**src/rtl/stream_controller_if.sv**
```systemverilog
// stream_controller_if: FIFO / transmitter handshake bundle for the stream sequencer.
// master = sequencer side (drives strobes and validity),
// slave  = FIFO / transmitter side (drives occupancy, flags and sample requests).
interface stream_controller_if #(
    parameter int LEVEL_W = 5
);
    logic [LEVEL_W-1:0] fifo_level;
    logic               fifo_full;
    logic               fifo_empty;
    logic               tx_req;
    logic               write_en;
    logic               read_en;
    logic               fifo_flush;
    logic               validity;

    modport master (
        input  fifo_level,
        input  fifo_full,
        input  fifo_empty,
        input  tx_req,
        output write_en,
        output read_en,
        output fifo_flush,
        output validity
    );

    modport slave (
        output fifo_level,
        output fifo_full,
        output fifo_empty,
        output tx_req,
        input  write_en,
        input  read_en,
        input  fifo_flush,
        input  validity
    );
endinterface

```
**src/rtl/stream_controller.sv**
```systemverilog
// stream_controller: brings the I2S-to-S/PDIF stream up after PLL lock, aligns to the
// frame clock, pre-fills the sample FIFO, then paces FIFO writes (frame-clock edges)
// and reads (transmitter requests), re-priming on underrun. Drives active-low LEDs.
// Optional feature: define STREAM_CTRL_COUNTERS_EN to build the saturating
// overrun/underrun counters; otherwise both counter outputs are tied to 0.
module stream_controller #(
    parameter int LEVEL_W     = 5,
    parameter int PRIME_LEVEL = 8,
    parameter int LOCK_WAIT   = 1024
) (
    input  logic                clk,
    input  logic                rst,
    input  logic                pll_lock,
    input  logic                pin_i2s_fclk,
    stream_controller_if.master bus,
    output logic [1:0]          state,
    output logic [7:0]          overrun_cnt,
    output logic [7:0]          underrun_cnt,
    output logic                red,
    output logic                green,
    output logic                blue
);

    typedef enum logic [1:0] {
        LOCK  = 2'd0,
        SYNC  = 2'd1,
        PRIME = 2'd2,
        RUN   = 2'd3
    } state_t;

    localparam int LOCK_CNT_W = $clog2(LOCK_WAIT + 1);
    localparam logic [LOCK_CNT_W-1:0] LOCK_LAST = LOCK_CNT_W'(LOCK_WAIT - 1);
    localparam logic [LEVEL_W-1:0]    PRIME_THR = LEVEL_W'(PRIME_LEVEL);

    state_t                cur;
    logic [LOCK_CNT_W-1:0] lock_cnt;
    logic                  lock_m, lock_s;
    logic                  fclk_m, fclk_s, fclk_prev, fclk_rise;
    logic                  write_en, read_en, fifo_flush, validity;
    logic                  write_evt;

    // {red, green, blue}, active low: exactly one lamp lit per state
    function automatic logic [2:0] leds_for(input state_t s);
        case (s)
            LOCK:    return 3'b011;
            RUN:     return 3'b101;
            default: return 3'b110;
        endcase
    endfunction

    // Two-stage synchronizers for lock and frame clock, plus registered fclk rising edge
    always_ff @(posedge clk or posedge rst) begin
        if (rst) begin
            lock_m    <= 1'b0;
            lock_s    <= 1'b0;
            fclk_m    <= 1'b0;
            fclk_s    <= 1'b0;
            fclk_prev <= 1'b0;
            fclk_rise <= 1'b0;
        end else begin
            lock_m    <= pll_lock;
            lock_s    <= lock_m;
            fclk_m    <= pin_i2s_fclk;
            fclk_s    <= fclk_m;
            fclk_prev <= fclk_s;
            fclk_rise <= fclk_s & ~fclk_prev;
        end
    end

    // A frame edge only counts once the stream has left LOCK and lock is still held
    assign write_evt = lock_s && fclk_rise && (cur != LOCK);

    // Sequencer FSM with all strobes, validity and LEDs registered alongside the state
    always_ff @(posedge clk or posedge rst) begin
        if (rst) begin
            cur                <= LOCK;
            lock_cnt           <= '0;
            write_en           <= 1'b0;
            read_en            <= 1'b0;
            fifo_flush         <= 1'b0;
            validity           <= 1'b0;
            {red, green, blue} <= leds_for(LOCK);
        end else begin
            write_en   <= 1'b0;
            read_en    <= 1'b0;
            fifo_flush <= 1'b0;
            if (!lock_s) begin
                // lock loss overrides everything, including pending strobes
                cur                <= LOCK;
                lock_cnt           <= '0;
                validity           <= 1'b0;
                {red, green, blue} <= leds_for(LOCK);
            end else begin
                if (write_evt && !bus.fifo_full)
                    write_en <= 1'b1;
                case (cur)
                    LOCK: begin
                        if (lock_cnt == LOCK_LAST) begin
                            cur                <= SYNC;
                            lock_cnt           <= '0;
                            fifo_flush         <= 1'b1;
                            {red, green, blue} <= leds_for(SYNC);
                        end else begin
                            lock_cnt <= lock_cnt + LOCK_CNT_W'(1);
                        end
                    end
                    SYNC: begin
                        if (fclk_rise) begin
                            cur                <= PRIME;
                            {red, green, blue} <= leds_for(PRIME);
                        end
                    end
                    PRIME: begin
                        if (bus.fifo_level >= PRIME_THR) begin
                            cur                <= RUN;
                            validity           <= 1'b1;
                            {red, green, blue} <= leds_for(RUN);
                        end
                    end
                    RUN: begin
                        if (bus.tx_req) begin
                            if (!bus.fifo_empty) begin
                                read_en <= 1'b1;
                            end else begin
                                // starved: mute and re-prime without flushing
                                cur                <= PRIME;
                                validity           <= 1'b0;
                                {red, green, blue} <= leds_for(PRIME);
                            end
                        end
                    end
                    default: begin
                        cur                <= LOCK;
                        validity           <= 1'b0;
                        {red, green, blue} <= leds_for(LOCK);
                    end
                endcase
            end
        end
    end

`ifdef STREAM_CTRL_COUNTERS_EN
    logic overrun_evt, underrun_evt;

    assign overrun_evt  = write_evt && bus.fifo_full;
    assign underrun_evt = lock_s && (cur == RUN) && bus.tx_req && bus.fifo_empty;

    // Saturating event counters; only rst clears them, lock loss does not
    always_ff @(posedge clk or posedge rst) begin
        if (rst) begin
            overrun_cnt  <= 8'd0;
            underrun_cnt <= 8'd0;
        end else begin
            if (overrun_evt && (overrun_cnt != 8'hFF))
                overrun_cnt <= overrun_cnt + 8'd1;
            if (underrun_evt && (underrun_cnt != 8'hFF))
                underrun_cnt <= underrun_cnt + 8'd1;
        end
    end
`else
    assign overrun_cnt  = 8'd0;
    assign underrun_cnt = 8'd0;
`endif

    assign state          = cur;
    assign bus.write_en   = write_en;
    assign bus.read_en    = read_en;
    assign bus.fifo_flush = fifo_flush;
    assign bus.validity   = validity;

endmodule

```
**src/flat_wrapper.sv**
```systemverilog
// flat-port wrapper written by rule: the top's interface ports become plain ports
module stream_controller_flat 
#(
    parameter int LEVEL_W     = 5,
    parameter int PRIME_LEVEL = 8,
    parameter int LOCK_WAIT   = 1024
)
  (clk, rst, pll_lock, pin_i2s_fclk, state, overrun_cnt, underrun_cnt, red, green, blue, bus_fifo_level, bus_fifo_full, bus_fifo_empty, bus_tx_req, bus_write_en, bus_read_en, bus_fifo_flush, bus_validity);
  stream_controller_if #(.LEVEL_W(LEVEL_W)) bus_i ();
  input  logic clk;
  input  logic rst;
  input  logic pll_lock;
  input  logic pin_i2s_fclk;
  output logic [1:0] state;
  output logic [7:0] overrun_cnt;
  output logic [7:0] underrun_cnt;
  output logic red;
  output logic green;
  output logic blue;
  input wire logic [$bits(bus_i.fifo_level)-1:0] bus_fifo_level;
  input wire logic [$bits(bus_i.fifo_full)-1:0] bus_fifo_full;
  input wire logic [$bits(bus_i.fifo_empty)-1:0] bus_fifo_empty;
  input wire logic [$bits(bus_i.tx_req)-1:0] bus_tx_req;
  output wire logic [$bits(bus_i.write_en)-1:0] bus_write_en;
  output wire logic [$bits(bus_i.read_en)-1:0] bus_read_en;
  output wire logic [$bits(bus_i.fifo_flush)-1:0] bus_fifo_flush;
  output wire logic [$bits(bus_i.validity)-1:0] bus_validity;
  assign bus_i.fifo_level = bus_fifo_level;
  assign bus_i.fifo_full = bus_fifo_full;
  assign bus_i.fifo_empty = bus_fifo_empty;
  assign bus_i.tx_req = bus_tx_req;
  assign bus_write_en = bus_i.write_en;
  assign bus_read_en = bus_i.read_en;
  assign bus_fifo_flush = bus_i.fifo_flush;
  assign bus_validity = bus_i.validity;
  stream_controller #(.LEVEL_W(LEVEL_W), .PRIME_LEVEL(PRIME_LEVEL), .LOCK_WAIT(LOCK_WAIT)) u_core (.clk(clk), .rst(rst), .pll_lock(pll_lock), .pin_i2s_fclk(pin_i2s_fclk), .bus(bus_i), .state(state), .overrun_cnt(overrun_cnt), .underrun_cnt(underrun_cnt), .red(red), .green(green), .blue(blue));
endmodule
```
**config.mk**
```make
export PLATFORM = sky130hd
export DESIGN_NAME = stream_controller_flat
export DESIGN_NICKNAME = d
export VERILOG_FILES = /design/src/rtl/stream_controller_if.sv /design/src/rtl/stream_controller.sv /design/src/flat_wrapper.sv
export SDC_FILE = /design/constraint.sdc
export NUM_CORES = 1
export LEC_CHECK = 0
export ABC_AREA = 0
export BUFFER_PORTS_ARGS = -buffer_cell sky130_fd_sc_hd__buf_2
export CAP_MARGIN = 20
export CORE_ASPECT_RATIO = 1.5
export CORE_MARGIN = 3
export CORE_UTILIZATION = 50
export CTS_CLUSTER_SIZE = 20
export DETAILED_ROUTE_END_ITERATION = 12
export GPL_ROUTABILITY_DRIVEN = 0
export GPL_TIMING_DRIVEN = 0
export PLACE_DENSITY = 0.79
export SETUP_SLACK_MARGIN = 0.15
export SLEW_MARGIN = 20
export SYNTH_ARGS = -nofsm -noshare
export SYNTH_HDL_FRONTEND = slang
export SYNTH_SLANG_ARGS = --single-unit
export TNS_END_PERCENT = 5
```
**constraint.sdc**
```tcl
create_clock -name clk -period 2.3 [get_ports clk]
set_clock_uncertainty 0.2 [all_clocks]
set_input_delay 0.46 -clock clk [delete_from_list [all_inputs] [get_ports clk]]
set_output_delay 0.46 -clock clk [all_outputs]
set_load 0.02 [all_outputs]
```
==> impl_metrics.csv, run 1 <==
group,metric,value,unit
route,drc_errors,0,
synth,synth_seq_cells,26,
final_layout,n_fill_cell,205,
setup_path,cp.arrival,2140,ps
setup_path,start_kind,"register",
grt,grt_pass1_vias,908,
sta,finalSetupViolations,0,
synth,ys_async_sr_fraction,1.000,
synth,syn_area,1324,µm²
place,dp_cells,182,
clocking,cts_buffers,3,
route,wl_met2,1347,µm
synth,synth-compound-area-share,0.1267,
final_layout,area_growth,16.54,%
route,ant_nets,0,
synth,synthSimpleGateAreaFrac,0.2004,
setup_path,crit_fanout,6,
grt,grt_max_degree,27,
floorplan,std_cell_rows,22,
route,dr_total_vias,975,
grt,grt_pass1_wl,3988,µm
grt,overflow,0,
place,placed_area,1495,µm²
route,first_pass_iters,4,
synth,yosysTopAreaCell,"dfrtp_1",
floorplan,die_y,69.02,µm
clocking,clock_sinks,26,
final_layout,final_cells,187,
synth,synth_edf_count,0,
sta,period_share,0.9130,
final_layout,multi_input_area,576.8,µm²
sta,finalWorstSetupSlack,200.1,ps
final_layout,antenna_cells,0,
synth,ys_top_cells_by_area,"dfrtp_1, buf_4, dfstp_2",
floorplan,start_util,0.5343,
synth,yosysWarnings,0,
sta,hold_viol,0,
grt,antenna_found_initial,0,
route,wl_per_cell,12.98,µm
sta,worst_slew_pin_slew,965.8,ps
setup_path,r2r_slack,200,ps
floorplan,die-area,3314,µm²
setup_path,crit_type,"register to register",
synth,synth_top_area_share,0.4537,
synth,yosys.area_share.xor_xnor,0.01985,
sta,holdWs,32.86,ps
pwr,p_per_area,777.7,nW/µm²
clocking,clk_transition_reported_paths,150,ps
synth,ys_seq_area_frac,0.4934,
grt,grt_util_all_layers,0.1635,
synth,netlist_instances,126,
sta,min_period,2100,ps
sta,rsz0062_at_grt,"true",
pwr,leakage,0.0007844,µW
final_layout,final_nets,177,
sta,tns,0,ps
route,wl_met3,71,µm
clocking,clockBufferDepth,2,
sta,slew_viol_final,0,
synth,synth_fa_ha_area_frac,0.009452,
route,drt-initial-drc-count,43,
worst_hold_path,min_path_type,"input port to register",
route,via_per_inst,5.214,
clocking,cts-root-buf,"clkbuf_4",
route,wirelength,2427,µm
floorplan,io_pins,37,
run,drv_cap,0,
clocking,h-tree-depth,1,
place,port_buffers,17,
sta,fmax,476.2,MHz
synth,synth_flop_cell,"dfrtp_1",
final_layout,layout_common_cells,"dfrtp_1, buf_4, buf_2, conb_1, nand2_1",
synth,syn_area_per_cell,10.51,µm²
final_layout,regArea,654.4,µm²
clocking,clk_latency,330,ps
setup_path,required,2340,ps
clocking,cts_tree,"done",
synth,muxShareOfSynthArea,0.03403,
synth,synth_top_family_by_area,"simple AND/OR/NAND/NOR gates",
floorplan,die_w,48.01,µm
place,hpwl,1879,µm
floorplan,core_area,2477,µm²
setup_path,cp-end-kind,"register",
final_layout,design_area,1543,µm²
synth,synth.distinct_cells,39,
final_layout,final_common_cell,"dfrtp_1",
route,routed.top_layer,"met4",
run_status,status,"complete, no violations",
sta,relSlewSlack,0.3555,
pwr,ir_drop,0.5488,mV
final_layout,drive_gt1_frac,0.3374,
place,pre_cts_ws,17.40,ps
route,m1WireLength,959,µm
-- per-stage QoR --
step	total power, µW	utilization
after CTS	1203	0.6212
after detailed placement	961.9	0.6035
after floorplan	867.2	-
after global placement	946.3	0.6035
final	1200	0.6227
after global routing	1261	0.6227
-- final timing paths --
| path | from | to | depth (start not counted) |
|---|---|---|---|
| max | u_core.lock_cnt[1]$_DFFE_PP0P_ | u_core.state[0]$_DFFE_PP0P_ | 5 |
| min | pin_i2s_fclk | u_core.fclk_m$_DFF_PP0_ | 1 |
| max reg2reg | u_core.lock_cnt[1]$_DFFE_PP0P_ | u_core.state[0]$_DFFE_PP0P_ | 5 |
| min reg2reg | u_core.lock_m$_DFF_PP0_ | u_core.lock_s$_DFF_PP0_ | 0 |
| max in group asynchronous | rst | u_core.lock_cnt[0]$_DFFE_PP0P_ | 2 |
| min in group asynchronous | rst | u_core.lock_cnt[5]$_DFFE_PP0P_ | 2 |
-- final cells by class --
class | instances | share of cell area
Buffer | 18 | 0.08435
Multi-Input combinational cell | 91 | 0.3739
Tap cell | 24 | 0.01946
Timing Repair Buffer | 18 | 0.06002
Inverter | 6 | 0.01460
Clock buffer | 4 | 0.02352
Sequential cell | 26 | 0.4242
-- registers in the layout (all words and copies together) (netlist names) --
name / count
u_core.fclk_rise: 1
u_core.lock_s: 1
u_core.bus.fifo_flush: 1
u_core.lock_m: 1
u_core.bus.validity: 1
u_core.fclk_s: 1
u_core.green: 1
u_core.bus.write_en: 1
u_core.lock_cnt: 11
u_core.fclk_prev: 1
u_core.red: 1
u_core.blue: 1
u_core.bus.read_en: 1
u_core.state: 2
u_core.fclk_m: 1
-- power by group --
| group | total [µW] | leakage, µW | switching, µW | internal (µW) |
|---|---|---|---|---|
| sequential | 572 | 0.000336 | 54.3 | 518 |
| clock | 235 | 0.0000210 | 138 | 97.0 |
| combinational | 393 | 0.000427 | 225 | 168 |
-- cells by family (layout without fill, tap and decap cells) --
kind of cell,after synthesis,in the layout
and+or+nand+nor,48,48
DFF,26,26
buffers and inverters,24,46
AOI/OAI and AO/OA,20,20
xor gates and xnor gates,3,3
muxes,3,3
adders and majority gates,1,1
other,1,16
-- synthesized netlist by cell type, types with 2 or more instances --
cell / instances
buf_4: 16
dfstp_2: 2
nand3_1: 6
inv_1: 5
dfrtp_1: 24
nand2_1: 11
clkbuf_1: 2
mux2_4: 3
nand4_1: 4
o21ai_0: 7
a22o_1: 2
xnor2_1: 2
nor3_1: 4
a21oi_1: 4
nor2_1: 10
-- what timing repair did --
action,CTS,global route
resized for setup,0,5
hold buffers,0,0
hold endpoints to repair,0,0
buffers inserted,1,0
endpoints found under the setup margin,4,3
pin swaps,1,1
-- metal layers --
layer,vias up,GRT usage
li1,477,-
met1,477,0.2021
met2,17,0.2666
met3,4,0.01567
met4,0,0.08084
met5,-,0
-- worst max-delay path: stages (launching register included) --
cell	delay, ps
dfrtp_1	460
ha_1	280
nand3_4	130
o41ai_4	390
o311ai_4	210
mux2_4	340
Power figures use the tool's default switching activity.
==> run 2, diff against run 1 <==
Settings changed: CORE_MARGIN 3 to 2.
==> run 2 against run 1 <==
Against the previous run: the flow now finishes with violations (negative hold slack); fmax is 0.54% higher; non-clock buffer count stayed put; first-iteration DRC count is 44% lower; die area is 6.9% lower; combinational power is 2% lower; routed wire length is 3.9% lower; final area hardly changed.
==> impl_metrics.csv, run 2 (synthesis gave the netlist of run 1 again) <==
group,metric,value,unit
setup_path,cp_slowest_cell,"dfrtp_1",
place,placed_area,1495,µm²
clocking,clk_transition_reported_paths,130,ps
grt,grt_util_all_layers,0.1791,
final_layout,largest_register_ffs,11,
route,via_per_inst,5.251,
route,drt-initial-drc-count,24,
sta,holdWs,-11.33,ps
clocking,clk_latency,320,ps
place,pre_cts_ws,47.80,ps
final_layout,final_common_cell,"dfrtp_1",
final_layout,design_area,1541,µm²
sta,min_period,2089,ps
clocking,clock_sinks,26,
sta,hold_viol,24,
final_layout,drive_gt1_frac,0.3313,
route,dr_total_vias,982,
pwr,p_per_area,770.9,nW/µm²
setup_path,start_kind,"register",
route,first_pass_iters,4,
sta,finalWorstSetupSlack,211.4,ps
final_layout,area_growth,16.45,%
setup_path,required,2330,ps
clocking,cts_tree,"done",
clocking,cts-root-buf,"clkbuf_4",
floorplan,io_pins,37,
floorplan,die_y,67.02,µm
floorplan,die_w,46.01,µm
final_layout,regMostFlops,"u_core.lock_cnt",
clocking,cts_buffers,3,
pwr,ir_drop,0.4397,mV
place,hpwl,1767,µm
run_status,violations,"negative hold slack",
final_layout,final_nets,177,
final_layout,layout_common_cells,"dfrtp_1, buf_4, buf_2, conb_1, nand2_1",
sta,slew_viol_final,0,
floorplan,std_cell_rows,22,
grt,busiest_layer,"met2",
setup_path,crit_chain,"ha_1, nand3_4, o41ai_4, o311ai_4, mux2_4",
grt,antenna_found_initial,0,
worst_hold_path,min_path_type,"input port to asynchronous set/reset pin",
final_layout,final_util,0.6222,
grt,grt_pass1_wl,3974,µm
floorplan,die-area,3084,µm²
grt,grt_use_met3,0.01626,
sta,fmax,478.8,MHz
grt,grt_max_degree,27,
sta,relSlewSlack,0.4021,
sta,tns,0,ps
run_status,status,"complete, but fails checks",
route,ant_nets,0,
clocking,clockBufferDepth,2,
sta,rsz0062_at_grt,"true",
pwr,leakage,0.0007772,µW
setup_path,cp-end-kind,"register",
setup_path,crit_fanout,6,
setup_path,crit_type,"register to register",
final_layout,antenna_cells,0,
run,drv_cap,0,
route,wl_per_cell,12.48,µm
setup_path,slowest_delay,460,ps
grt,grtUsageMet2,0.3229,
grt,grt_pass1_vias,926,
grt,overflow,0,
floorplan,start_util,0.5343,
floorplan,core_area,2477,µm²
setup_path,reg2regPathDepth,5,
place,port_buffers,17,
clocking,h-tree-depth,1,
sta,finalSetupViolations,0,
grt,use_met1,0.1990,
route,wirelength,2333,µm
route,drc_errors,0,
sta,worst_slew_pin_slew,891.3,ps
setup_path,cp.arrival,2110,ps
sta,period_share,0.9081,
-- run 2: timing repair --
action                     in CTS  in global routing
buffers inserted                1                  0
pin swaps                       1                  1
setup endpoints to repair       3                  4
hold buffers                    0                  0
resized for setup               0                  3
-- run 2: critical path: cells and delay by family (launching register included) --
family	cells	cell delay, ps
AO/OA/AOI/OAI	2	590
adder cells (fa/ha/maj)	1	280
flip-flops	1	460
multiplexers	1	330
AND/OR/NAND/NOR	1	130
-- run 2: metal layers --
metal  wire [µm]  up-vias  part of all wire
li1            -      483                 -
met1         860      473              0.37
met2        1339       22              0.57
met3          90        4             0.039
met4          42        0             0.018
met5           0        -                 0
-- run 2: final cells by class --
class | instances | area, µm²
inverters | 6 | 22.52
multi-input cells | 91 | 576.8
fillers | 209 | 935.9
well taps | 24 | 30.03
repair buffers | 18 | 92.59
plain buffers | 18 | 128.9
clock buffers | 4 | 36.28
flip-flops and latches | 26 | 654.4
-- run 2: worst paths after layout --
path	slack [ps]	start	to
setup / recovery	210	u_core.lock_cnt[1]$_DFFE_PP0P_	u_core.red$_DFFE_PP0P_
max in group asynchronous	1470	rst	u_core.lock_cnt[0]$_DFFE_PP0P_
min in group clk	30	pin_i2s_fclk	u_core.fclk_m$_DFF_PP0_
setup reg to reg	210	u_core.lock_cnt[1]$_DFFE_PP0P_	u_core.red$_DFFE_PP0P_
hold reg to reg	170	u_core.fclk_m$_DFF_PP0_	u_core.fclk_s$_DFF_PP0_
hold / removal	-10	rst	u_core.lock_cnt[1]$_DFFE_PP0P_
-- run 2: per-stage QoR --
step                      hold slack (ps)  std cells  power [µW]
after global placement              135.3        182       947.9
after floorplan                     131.2        141       867.2
after CTS                           24.83        187        1194
after global routing                18.96        187        1257
after detailed placement            142.6        182       956.2
final                              -11.33        187        1188
-- run 2: report_power, final --
part,switching [µW],internal [µW]
registers,54.4,518
clock network,132,97.0
logic,220,167
